--- config.mk ---
export PLATFORM = sky130hd
export DESIGN_NAME = core_seq_flat
export DESIGN_NICKNAME = d
export VERILOG_FILES = /design/src/rtl/core_seq_if.sv /design/src/rtl/core_seq.sv /design/src/flat_wrapper.sv
export SDC_FILE = /design/constraint.sdc
export NUM_CORES = 1
export LEC_CHECK = 0
export CAP_MARGIN = 20
export CORE_ASPECT_RATIO = 0.5
export CORE_MARGIN = 4
export CORE_UTILIZATION = 25
export CTS_CLUSTER_DIAMETER = 120
export DETAILED_ROUTE_END_ITERATION = 10
export RECOVER_POWER = 100
export SYNTH_ARGS = -nofsm -noshare
export SYNTH_HDL_FRONTEND = slang
export SYNTH_SLANG_ARGS = --single-unit
--- constraint.sdc ---
create_clock -name clk -period 3 [get_ports clk]
set_clock_uncertainty 0.15 [all_clocks]
set_input_delay 0.9 -clock clk [delete_from_list [all_inputs] [get_ports clk]]
set_output_delay 0.9 -clock clk [all_outputs]
set_load 0.01 [all_outputs]
--- src/rtl/core_seq_if.sv ---
// Control bundle between the compute-core sequencer and the SRAM/corelet datapath.
// The sequencer sits on the slave modport; whatever issues commands sits on master.
interface core_seq_if #(
    parameter int unsigned ADDR_W = 11,
    parameter int unsigned LEN_W  = 8,
    parameter int unsigned KIJ_W  = 4
);
    logic              start;
    logic [LEN_W-1:0]  num_rows;
    logic [KIJ_W-1:0]  num_kij;
    logic [ADDR_W-1:0] x_base;
    logic [ADDR_W-1:0] p_base;
    logic              ofifo_valid;
    logic              xmem_cen;
    logic              xmem_wen;
    logic [ADDR_W-1:0] xmem_addr;
    logic              l0_wr;
    logic              l0_rd;
    logic              execute;
    logic              ofifo_rd;
    logic              pmem_cen;
    logic              pmem_wen;
    logic [ADDR_W-1:0] pmem_addr;
    logic              busy;
    logic              done;
    logic              err;

    modport master (
        output start, num_rows, num_kij, x_base, p_base, ofifo_valid,
        input  xmem_cen, xmem_wen, xmem_addr, l0_wr, l0_rd, execute, ofifo_rd,
        input  pmem_cen, pmem_wen, pmem_addr, busy, done, err
    );

    modport slave (
        input  start, num_rows, num_kij, x_base, p_base, ofifo_valid,
        output xmem_cen, xmem_wen, xmem_addr, l0_wr, l0_rd, execute, ofifo_rd,
        output pmem_cen, pmem_wen, pmem_addr, busy, done, err
    );
endinterface

--- src/rtl/core_seq.sv ---
// Compute-core sequencer: per kernel position, stream activations into L0, execute the
// PE array, then drain OFIFO rows into psum SRAM.
module core_seq #(
    parameter int unsigned ADDR_W   = 11,
    parameter int unsigned LEN_W    = 8,
    parameter int unsigned KIJ_W    = 4,
    parameter int unsigned DRAIN_TO = 64
) (
    input  logic      clk,
    input  logic      reset,
    core_seq_if.slave bus
);
    localparam int unsigned TO_W = $clog2(DRAIN_TO + 1);

    localparam logic [2:0] IDLE  = 3'd0;
    localparam logic [2:0] LOAD  = 3'd1;
    localparam logic [2:0] EXEC  = 3'd2;
    localparam logic [2:0] DRAIN = 3'd3;
    localparam logic [2:0] NEXT  = 3'd4;
    localparam logic [2:0] FIN   = 3'd5;

    logic [2:0]        stateQ, stateD;
    logic [LEN_W-1:0]  numRowsQ, numRowsD, cntQ, cntD;
    logic [KIJ_W-1:0]  numKijQ, numKijD, kijQ, kijD;
    logic [ADDR_W-1:0] xBaseQ, xBaseD, pBaseQ, pBaseD, kijOffQ, kijOffD;
    logic [ADDR_W-1:0] xAddrQ, xAddrD, pAddrQ, pAddrD;
    logic [TO_W-1:0]   idleQ, idleD;
    logic              xCenQ, xCenD, l0WrQ, execQ, execD, pCenQ, pCenD;
    logic              busyQ, doneQ, doneD, errQ, errD;
    logic              pop;

    // The pop must coincide with the cycle ofifo_valid is seen, otherwise a level-valid
    // FIFO would be popped twice for one row; it is decoded from registered state only.
    assign pop = (stateQ == DRAIN) && bus.ofifo_valid && (cntQ != numRowsQ);

    always_comb begin
        stateD   = stateQ;
        numRowsD = numRowsQ;
        numKijD  = numKijQ;
        xBaseD   = xBaseQ;
        pBaseD   = pBaseQ;
        cntD     = cntQ;
        kijD     = kijQ;
        kijOffD  = kijOffQ;
        idleD    = idleQ;
        errD     = errQ;
        xCenD    = 1'b1;
        xAddrD   = xAddrQ;
        execD    = 1'b0;
        pCenD    = 1'b1;
        pAddrD   = pAddrQ;
        doneD    = 1'b0;
        case (stateQ)
            IDLE: begin
                if (bus.start) begin
                    if ((bus.num_rows != '0) && (bus.num_kij != '0)) begin
                        numRowsD = bus.num_rows;
                        numKijD  = bus.num_kij;
                        xBaseD   = bus.x_base;
                        pBaseD   = bus.p_base;
                        cntD     = '0;
                        kijD     = '0;
                        kijOffD  = '0;
                        errD     = 1'b0;
                        stateD   = LOAD;
                    end else begin
                        errD = 1'b1;
                    end
                end
            end
            LOAD: begin
                // One extra cycle after the last read lets its l0_wr land before EXEC.
                if (cntQ != numRowsQ) begin
                    xCenD  = 1'b0;
                    xAddrD = xBaseQ + kijOffQ + ADDR_W'(cntQ);
                    cntD   = cntQ + LEN_W'(1);
                end else begin
                    cntD   = '0;
                    stateD = EXEC;
                end
            end
            EXEC: begin
                execD = 1'b1;
                if (cntQ == numRowsQ - LEN_W'(1)) begin
                    cntD   = '0;
                    idleD  = '0;
                    stateD = DRAIN;
                end else begin
                    cntD = cntQ + LEN_W'(1);
                end
            end
            DRAIN: begin
                if (pop) begin
                    pCenD  = 1'b0;
                    pAddrD = pBaseQ + kijOffQ + ADDR_W'(cntQ);
                    cntD   = cntQ + LEN_W'(1);
                end
                if (bus.ofifo_valid) begin
                    idleD = '0;
                end else if (cntQ != numRowsQ) begin
                    if (idleQ == TO_W'(DRAIN_TO - 1)) begin
                        errD   = 1'b1;
                        stateD = IDLE;
                    end else begin
                        idleD = idleQ + TO_W'(1);
                    end
                end
                // Leave only once the final psum write has been on the bus for its cycle.
                if ((cntQ == numRowsQ) && pCenQ) begin
                    stateD = NEXT;
                end
            end
            NEXT: begin
                kijD    = kijQ + KIJ_W'(1);
                kijOffD = kijOffQ + ADDR_W'(numRowsQ);
                cntD    = '0;
                stateD  = (kijD == numKijQ) ? FIN : LOAD;
            end
            FIN: begin
                doneD  = 1'b1;
                stateD = IDLE;
            end
            default: stateD = IDLE;
        endcase
    end

    always_ff @(posedge clk or negedge reset) begin
        if (!reset) begin
            stateQ   <= IDLE;
            numRowsQ <= '0;
            numKijQ  <= '0;
            xBaseQ   <= '0;
            pBaseQ   <= '0;
            cntQ     <= '0;
            kijQ     <= '0;
            kijOffQ  <= '0;
            idleQ    <= '0;
            xCenQ    <= 1'b1;
            xAddrQ   <= '0;
            l0WrQ    <= 1'b0;
            execQ    <= 1'b0;
            pCenQ    <= 1'b1;
            pAddrQ   <= '0;
            busyQ    <= 1'b0;
            doneQ    <= 1'b0;
            errQ     <= 1'b0;
        end else begin
            stateQ   <= stateD;
            numRowsQ <= numRowsD;
            numKijQ  <= numKijD;
            xBaseQ   <= xBaseD;
            pBaseQ   <= pBaseD;
            cntQ     <= cntD;
            kijQ     <= kijD;
            kijOffQ  <= kijOffD;
            idleQ    <= idleD;
            xCenQ    <= xCenD;
            xAddrQ   <= xAddrD;
            l0WrQ    <= ~xCenQ;
            execQ    <= execD;
            pCenQ    <= pCenD;
            pAddrQ   <= pAddrD;
            busyQ    <= (stateD != IDLE);
            doneQ    <= doneD;
            errQ     <= errD;
        end
    end

    assign bus.xmem_cen  = xCenQ;
    assign bus.xmem_wen  = 1'b1;
    assign bus.xmem_addr = xAddrQ;
    assign bus.l0_wr     = l0WrQ;
    assign bus.l0_rd     = execQ;
    assign bus.execute   = execQ;
    assign bus.ofifo_rd  = pop;
    assign bus.pmem_cen  = pCenQ;
    assign bus.pmem_wen  = pCenQ;
    assign bus.pmem_addr = pAddrQ;
    assign bus.busy      = busyQ;
    assign bus.done      = doneQ;
    assign bus.err       = errQ;
endmodule
--- src/flat_wrapper.sv ---
// flat-port wrapper written by rule: the top's interface ports become plain ports
module core_seq_flat 
#(
    parameter int unsigned ADDR_W   = 11,
    parameter int unsigned LEN_W    = 8,
    parameter int unsigned KIJ_W    = 4,
    parameter int unsigned DRAIN_TO = 64
)
  (clk, reset, bus_start, bus_num_rows, bus_num_kij, bus_x_base, bus_p_base, bus_ofifo_valid, bus_xmem_cen, bus_xmem_wen, bus_xmem_addr, bus_l0_wr, bus_l0_rd, bus_execute, bus_ofifo_rd, bus_pmem_cen, bus_pmem_wen, bus_pmem_addr, bus_busy, bus_done, bus_err);
  core_seq_if #(.ADDR_W(ADDR_W), .LEN_W(LEN_W), .KIJ_W(KIJ_W)) bus_i ();
  input  logic clk;
  input  logic reset;
  input wire logic [$bits(bus_i.start)-1:0] bus_start;
  input wire logic [$bits(bus_i.num_rows)-1:0] bus_num_rows;
  input wire logic [$bits(bus_i.num_kij)-1:0] bus_num_kij;
  input wire logic [$bits(bus_i.x_base)-1:0] bus_x_base;
  input wire logic [$bits(bus_i.p_base)-1:0] bus_p_base;
  input wire logic [$bits(bus_i.ofifo_valid)-1:0] bus_ofifo_valid;
  output wire logic [$bits(bus_i.xmem_cen)-1:0] bus_xmem_cen;
  output wire logic [$bits(bus_i.xmem_wen)-1:0] bus_xmem_wen;
  output wire logic [$bits(bus_i.xmem_addr)-1:0] bus_xmem_addr;
  output wire logic [$bits(bus_i.l0_wr)-1:0] bus_l0_wr;
  output wire logic [$bits(bus_i.l0_rd)-1:0] bus_l0_rd;
  output wire logic [$bits(bus_i.execute)-1:0] bus_execute;
  output wire logic [$bits(bus_i.ofifo_rd)-1:0] bus_ofifo_rd;
  output wire logic [$bits(bus_i.pmem_cen)-1:0] bus_pmem_cen;
  output wire logic [$bits(bus_i.pmem_wen)-1:0] bus_pmem_wen;
  output wire logic [$bits(bus_i.pmem_addr)-1:0] bus_pmem_addr;
  output wire logic [$bits(bus_i.busy)-1:0] bus_busy;
  output wire logic [$bits(bus_i.done)-1:0] bus_done;
  output wire logic [$bits(bus_i.err)-1:0] bus_err;
  assign bus_i.start = bus_start;
  assign bus_i.num_rows = bus_num_rows;
  assign bus_i.num_kij = bus_num_kij;
  assign bus_i.x_base = bus_x_base;
  assign bus_i.p_base = bus_p_base;
  assign bus_i.ofifo_valid = bus_ofifo_valid;
  assign bus_xmem_cen = bus_i.xmem_cen;
  assign bus_xmem_wen = bus_i.xmem_wen;
  assign bus_xmem_addr = bus_i.xmem_addr;
  assign bus_l0_wr = bus_i.l0_wr;
  assign bus_l0_rd = bus_i.l0_rd;
  assign bus_execute = bus_i.execute;
  assign bus_ofifo_rd = bus_i.ofifo_rd;
  assign bus_pmem_cen = bus_i.pmem_cen;
  assign bus_pmem_wen = bus_i.pmem_wen;
  assign bus_pmem_addr = bus_i.pmem_addr;
  assign bus_busy = bus_i.busy;
  assign bus_done = bus_i.done;
  assign bus_err = bus_i.err;
  core_seq #(.ADDR_W(ADDR_W), .LEN_W(LEN_W), .KIJ_W(KIJ_W), .DRAIN_TO(DRAIN_TO)) u_core (.clk(clk), .reset(reset), .bus(bus_i));
endmodule
# [After elaboration in Yosys (flattened, before gate mapping)]
# Cells that the tools add are included.
[totals] elab_cells=105 inputBits=38 out_inout_bits=33 regBits=96
[classes] reduce_logical=19 muxes=39 bitwise=1 n_eq_ne=19 n_addsub=9
[ops] cell="2-to-1 mux 8 bit" count=5
[ops] cell="one-hot mux 8 bit (5 select lines)" count=1
[ops] cell="adder 11 x 8 -> 11 bit" count=3
[ops] cell="2-to-1 mux 7 bit" count=4
[ops] cell="2-to-1 mux 3 bit" count=9
[ops] cell="adder 11 bit" count=2
[ops] cell="2-to-1 mux 11 bit" count=2
[ops] cell="one-hot mux 11 bit (2 select lines)" count=1
[ops] cell="== test 8 bit" count=2
[ops] cell="one-hot mux 3 bit (5 select lines)" count=1
[ops] cell="one-hot mux 7 bit (2 select lines)" count=1
[ops] cell="2-to-1 mux 1 bit" count=11
[ops] cell="inequality test 2 bit, second input constant" count=5
[ops] cell="adder 8 x 1 -> 8 bit, second input constant" count=1
[ops] cell="2-to-1 mux 4 bit" count=2
[ops] cell="inequality test 8 bit" count=1
[ops] cell="one-hot mux 4 bit (2 select lines)" count=1
[ops] cell="AND reduction 4 bit" count=2
[ops] cell="nonzero test 8 bit" count=1
[ops] cell="subtractor 8 x 1 -> 8 bit, second input constant" count=1
[ops] cell="adder 7 x 1 -> 7 bit, second input constant" count=1
[ops] cell="== test 7 x 6 -> 1 bit, second input constant" count=1
[ops] cell="== test 3 x 2 -> 1 bit, second input constant" count=2
[ops] cell="== test 3 bit, second input constant" count=2
[ops] cell="other kinds (16)" count=25

# [Depth between registers and ports, before layout]
# Gate-level depths: netlist (run 1).
[depth] word_depth=7 depth_mapped=12 depth_no_buf=12

# [Worst setup path after synthesis (run 1)]
# No wires, ideal clock.
[synth_timing] kind="register -> output" start="register u_core.cntQ[7]" end="output port bus_ofifo_rd" path_buffers=1 stages_incl_launch_ff=7 required_time_ns=1.950 slack_ns=0.279 arrival_time_ns=1.671 cell_sequence="dfrtp_1 -> xor2_1 -> nor4_4 -> nand2_1 -> nand3_1 -> buf_2 -> inv_1"
[synth_between] elab_chain_cells=2
[synth_rtl] item="start: declaration" line="core_seq.sv:23" rtl="logic [LEN_W-1:0] numRowsQ, numRowsD, cntQ, cntD;"
[synth_rtl] item="start signal: assignment" line="core_seq.sv:153" rtl="cntQ <= cntD;"
[synth_rtl] item="inequality test 8 bit" line="core_seq.sv:34" rtl="assign pop = (stateQ == DRAIN) && bus.ofifo_valid && (cntQ != numRowsQ);"
[synth_rtl] item="logical AND 1 bit" line="core_seq.sv:34"
[synth_rtl] item="end: declaration" line="flat_wrapper.sv:25" rtl="output wire logic [$bits(bus_i.ofifo_rd)-1:0] bus_ofifo_rd;"
# No other way between the ends.

# [Final worst setup path (run 1)]
[layout_timing] start="register u_core.cntQ[6]" end="output port bus_ofifo_rd"
# The elaborated chain is that of the path after synthesis.

==> results_dict.tcl, run 1 <==
set metrics [dict create \
    power_per_cell_area_nw_per_um2 1120 \
    layout-drive-gt1-share_pct 20.0 \
    die_x_um 226 \
    synthXorXnorAreaFrac_pct 6.51 \
    path_class "register to output port" \
    grt.busiest_layer "met2" \
    grtUsageTotal_pct 11.7 \
    period_minus_slack_ps 2900 \
    dieArea_um2 26400 \
    ys_seq_area_share_pct 40.6 \
    ios 71 \
    setup_violations 0 \
    cts_htree_levels 3 \
    setup_tns_ps 0 \
    gp_routability_congestion 0.818 \
    holdWs_ps 286 \
    cts_root_buffer "clkbuf_16" \
    crit_path_start_kind "register" \
    pwr-share-comb_pct 59.6 \
    max_cap_viol_count 1 \
    internal_power_mw 5.02 \
    swShare_pct 41.8 \
    outcome "finished, violations left" \
    synth.top_cells.by_area "dfrtp_1, ha_1, mux2_2" \
    port_buffers 69 \
    die_y_um 117 \
    synth_compound_area_share_pct 13.5 \
    synth_top_area_cell "dfrtp_1" \
    r2r_cells 12 \
    critical_path.endpoint "bus_ofifo_rd" \
    drt_iter0_markers 206 \
    endpoint_kind "output port" \
    tritoncts "done" \
    grt_overflow 0 \
    core-area_um2 23000 \
    ir_drop_mv 0.378 \
    use_met1_pct 15.2 \
    synthSimpleGateAreaFrac_pct 14.8 \
    utilization_pct 33.5 \
    fin_crit_sh_pct 96.7 \
    ant_nets 0 \
    finalNonFillerCells 1001 \
    vias_per_cell 4.56 \
    finalHoldViolCount 0 \
    slew_headroom_pct -13.4 \
    dr_total_vias 4563 \
    holdPathStages 1 \
    synthDistinctLibCells 64 \
    clk_path_buf_depth 2 \
    start_util_pct 25.7 \
    yosys_warnings 0 \
    synth_fa_ha_area_share_pct 13.6 \
    antenna_found_initial 0 \
    synth_top_family_by_area "simple AND/OR/NAND/NOR gates" \
    synth.top_cell.area_share_pct 39.7 \
    timing.rr.end "u_core.bus.pmem_addr[9]$_DFFE_PN0P_" \
    synth.top_cells.by_count "dfrtp_1, nand2_1, o21ai_0" \
    avgSynthCellArea_um2 10.4 \
    placed_cells 979 \
    synth_edf_count 0 \
    route.detailed.drc 0 \
    syn_nets 662 \
    areaGrowthSynthToFinish_pct 30.1 \
    critPathLaunch "u_core.cntQ[6]$_DFFE_PN0P_" \
    crit_required_ps 1950 \
    grt_util_met2_pct 19.8 \
    cp_data_arrival_time_ps 1850 \
    p_seq_share_pct 27.5 \
    min_path_type "register to register" \
    cts_buffers 9 \
    p_clk_share_pct 13.0 \
    yosys_register_bits 96 \
    reg2reg_from "u_core.cntQ[1]$_DFFE_PN0P_" \
    fmax_ghz 0.345 \
    async_flop_share_pct 100 \
    hpwlAfterDp_mm 11.5 \
    drt_pass1_iterations 4 \
    groute.layer.met3.usage_pct 2.07 \
    n_antenna_cell 0 \
    grt_pass1_vias 4706 \
    clk_pin_slew_ps 70 \
    p_leak_nw 3.39 \
    final_max_slew_viol_count 30 \
    postSynthCellCount 571 \
    synthMuxAreaShare_pct 7.52 \
    synth_area_um2 5920 \
    grt_max_degree 58 \
    numClockSinks 96 \
    rows 39 \
    power_switching_mw 3.61 \
    ff2ff_setup_slack_ps 130 \
    crit_fanout 3 \
    violations "capacitance limit, slew limit" \
    max_slew.worst_pin.slew_ps 1700 \
    worstSkewPairLatency_ps 350 \
    nets 780 \
    synth.most_common_cell "dfrtp_1" \
    routed_wl_mm 14.7 \
    synth_flop_cell "dfrtp_1" \
    routedWlPerCell_um 14.7 \
    grt_pass1_wl_mm 24.3 \
]
==> flip-flops by register name, summed over array words and instances (netlist names), 3 cells and up <==
signal,cells
u_core.bus.pmem_addr,11
u_core.bus.xmem_addr,11
u_core.cntQ,8
u_core.idleQ,7
u_core.kijOffQ,11
u_core.kijQ,4
u_core.numKijQ,4
u_core.numRowsQ,8
u_core.pBaseQ,11
u_core.stateQ,3
u_core.xBaseQ,11
==> metrics by stage <==
stage                     cell area (µm²)  worst slack (ps)  power (mW)
after floorplan                      5920               279        5.67
after global placement               7300              -362        7.28
after detailed placement             7300              -353        7.44
after CTS                            7650             -17.4        8.69
after global routing                 7710             -6.38        9.43
final                                7710              98.8        8.63
==> placed cells by master, fill, tap and decap left out, types with 7 or more instances in the layout <==
cell,Yosys,final
xor2_1,15,13
dlygate4sd3_1,0,28
ha_1,34,33
fa_1,19,18
nand3_1,30,29
clkdlybuf4s50_1,0,38
nand2_1,58,57
nor2_1,21,21
nor3_1,7,7
a21oi_1,24,24
clkbuf_1,7,9
a21o_1,10,10
o21ai_0,49,47
dfrtp_1,94,91
buf_4,3,53
clkbuf_16,0,9
or3_1,7,7
inv_1,27,27
xnor2_1,29,25
nor3b_1,8,8
mux2_2,36,36
==> worst max-delay path, cell delays in order, from the launching register on <==
cell	delay [ps]
dfrtp_1	430
xnor2_2	230
and4_1	280
nand2_2	100
nand3_4	120
inv_1	50
dlygate4sd2_1	280
==> power by group through the flow <==
stage                     clock [mW]  combinational (mW)  sequential, mW
final                           1.12                5.14            2.37
after global routing            1.20                5.78            2.45
after CTS                       1.16                5.16            2.38
after detailed placement           0                5.05            2.39
after global placement             0                4.91            2.37
after floorplan                    0                3.29            2.38
==> final cells by class <==
cell class	count	area (µm²)
fillers	2348	15300
multi-input cells	427	3410
flip-flops and latches	96	2410
repair buffers	128	1120
well taps	307	384
clock buffers	16	282
inverters	27	101
==> cells by family after synthesis <==
kind of cell,Yosys count
AND/OR/NAND/NOR,164
AO/OA/AOI/OAI,125
flip-flops,96
adder cells (fa/ha/maj),53
buffers and inverters,48
XOR/XNOR,44
multiplexers,40
other,1
==> metal layers <==
layer	share of wire, %	vias to the layer above
met5	0	-
met4	2.6	0
met3	3.2	20
met2	48	52
met1	46	2240
li1	-	2251
==> timing repair <==
action / in CTS / in global routing
pin swaps: 2 / 6
setup buffers: 2 / 4
hold buffers: 0 / 0
endpoints found under the hold margin: 0 / 0
resized for setup: 11 / 11
setup endpoints to repair: 1 / 6
cloned: 0 / 0
==> how the worst min path moves through the flow <==
stage                                  startpoint                    endpoint  slack (ps)
global placement    u_core.bus.xmem_cen$_DFF_PN1_  u_core.bus.l0_wr$_DFF_PN0_         270
finish              u_core.bus.xmem_cen$_DFF_PN1_  u_core.bus.l0_wr$_DFF_PN0_         290
CTS                 u_core.bus.xmem_cen$_DFF_PN1_  u_core.bus.l0_wr$_DFF_PN0_         290
global route        u_core.bus.xmem_cen$_DFF_PN1_  u_core.bus.l0_wr$_DFF_PN0_         300
detailed placement  u_core.bus.xmem_cen$_DFF_PN1_  u_core.bus.l0_wr$_DFF_PN0_         270
floorplan           u_core.bus.xmem_cen$_DFF_PN1_  u_core.bus.l0_wr$_DFF_PN0_         290
(Power assumes the default switching activity.)
==> run 2, diff against run 1 <==
clock period = 3.27 ns   (was 3 ns; I/O delays follow)
==> run 2 against run 1 <==
Effect of this change:
- the run now ends clean
- first-iteration DRC count decreased by 17%
- sequential power is 8.9% lower
- hold slack lost 1.5 ps
- sequential share of layout area grew 1.0 points
- power decreased by 13%
==> results_dict.tcl, run 2 (synthesized netlist as in run 1, its figures left out) <==
set metrics [dict create \
    outcome "completed" \
    power_per_cell_area_nw_per_um2 1010 \
    grt.busiest_layer "met2" \
    layout-drive-gt1-share_pct 15.7 \
    crit_required_ps 3350 \
    ios 71 \
    max_slew.worst_pin.slew_ps 1060 \
    core-area_um2 23000 \
    endpoint_kind "register" \
    setup_tns_ps 0 \
    worstSkewPairLatency_ps 350 \
    ctsHoldBuffers 0 \
    cts_root_buffer "clkbuf_16" \
    crit_fanout 14 \
    groute.layer.met3.usage_pct 2.47 \
    place_area_um2 7210 \
    setup_violations 0 \
    grt_util_met2_pct 18.5 \
    fmax_ghz 0.322 \
    gp_routability_congestion 0.818 \
    n_antenna_cell 0 \
    dr_total_vias 4449 \
    critPathTopFamily "buffers and inverters" \
    ant_nets 0 \
    ir_drop_mv 0.356 \
    fin_crit_sh_pct 94.8 \
    drt_pass1_iterations 4 \
    antenna_found_initial 0 \
    crit_slowest_cell "dlygate4sd3_1" \
    grt_max_degree 58 \
    finalNonFillerCells 984 \
    vias_per_cell 4.52 \
    use_met1_pct 15.2 \
    final_common_cell "dfrtp_1" \
    crit_path_max_incr_delay_ps 560 \
    period_minus_slack_ps 3100 \
    grt_overflow 0 \
    grt_pass1_wl_mm 23.5 \
    path_class "input port to register" \
    placed_cells 967 \
    p_leak_nw 3.27 \
    cts_htree_levels 3 \
    final_max_slew_viol_count 0 \
    cp_data_arrival_time_ps 3180 \
    crit_buf_inv 3 \
    port_buffers 69 \
    clk_path_buf_depth 2 \
    min_path_type "register to register" \
    hpwlAfterDp_mm 11.2 \
    max_cap_viol_count 0 \
    routedWlPerCell_um 14.3 \
    rsz0062_at_grt "no" \
    grt_pass1_vias 4564 \
    final_area_um2 7450 \
    numClockSinks 96 \
    final_cell_mix "dfrtp_1, nand2_1, o21ai_0" \
    start_util_pct 25.7 \
    nets 763 \
    dieArea_um2 26400 \
    areaGrowthSynthToFinish_pct 25.8 \
    drt_iter0_markers 172 \
    slew_headroom_pct 29.2 \
    rows 39 \
    finalHoldViolCount 0 \
    tritoncts "done" \
    routed_wl_mm 14.1 \
    worstPathCellList "dlygate4sd3_1, nor4_1, a21oi_1, or3b_2, buf_4, clkbuf_2, mux2_2" \
    route.detailed.drc 0 \
    cts_buffers 9 \
    crit_path_start_kind "input port" \
    clk_pin_slew_ps 70 \
    die_x_um 226 \
    grtUsageTotal_pct 11.2 \
    die_y_um 117 \
]
## run 2: cell count changes in the layout (fill, tap and decap cells not counted), sizes merged
cell | before | now
buf | 54 | 33
clkbuf | 22 | 23
clkdlybuf4s50 | 38 | 34
clkinv | 0 | 2
clkinvlp | 0 | 1
dlygate4sd3 | 28 | 32
## run 2: final cells by class
class                           count  area [µm²]
Timing Repair Buffer              111         978
Clock inverter                      3        17.5
Fill cell                        2388       15600
Multi-Input combinational cell    427        3310
Clock buffer                       13         250
Inverter                           27         101
Tap cell                          307         384
Sequential cell                    96        2400
## run 2: timing repair
item / 4_1_cts / 5_1_grt
setup buffers: 1 / 0
setup endpoints to repair: 1 / 0
gates resized for setup: 5 / 0
## run 2: through the flow
step	total power [mW]	hold slack (ps)	utilization (%)	setup slack [ps]
3_5_place_dp	6.75	272	31.3	-248
3_3_place_gp	6.64	270	31.3	-252
6_report	7.54	284	32.3	168
5_1_grt	8.29	307	32.3	33.1
4_1_cts	7.79	289	32.6	146
2_1_floorplan	5.20	290	-	468
## run 2: routing by layer
layer | wire length (µm) | part of all wire (%)
met3 | 394 | 2.8
met2 | 6760 | 48
met1 | 6700 | 48
met4 | 224 | 1.6
met5 | 0 | 0
## run 2: path summary, 6_finish.rpt
check                                                   start                             endpoint  slack, ps  cells after the start
worst max-delay path                          bus_num_rows[5]       u_core.numRowsQ[3]$_DFFE_PN0P_        170                      7
worst min-delay path            u_core.bus.xmem_cen$_DFF_PN1_           u_core.bus.l0_wr$_DFF_PN0_        280                      1
worst max register to register     u_core.cntQ[1]$_DFFE_PN0P_  u_core.bus.pmem_addr[9]$_DFFE_PN0P_        310                     11
worst min register to register  u_core.bus.xmem_cen$_DFF_PN1_           u_core.bus.l0_wr$_DFF_PN0_        280                      1
max in group asynchronous                               reset        u_core.bus.xmem_cen$_DFF_PN1_       1420                      2
min in group asynchronous                               reset        u_core.pBaseQ[10]$_DFFE_PN0P_        650                      1
## run 2: worst reg2reg max path, delay by kind of cell (launching register included)
family | cells | cell delay [ps]
buffers and inverters | 2 | 250
and+or+nand+nor | 1 | 120
adders and majority gates | 3 | 1100
xor gates and xnor gates | 1 | 140
DFF | 1 | 450
AOI/OAI and AO/OA | 4 | 600
## run 2: power by group
part / total, mW / switching (mW) / leakage (nW) / internal, mW
registers: 2.16 / 0.452 / 1.20 / 1.70
clock network: 0.981 / 0.446 / 0.130 / 0.535
logic: 4.41 / 2.26 / 1.94 / 2.14
total: 7.54 / 3.16 / 3.27 / 4.38
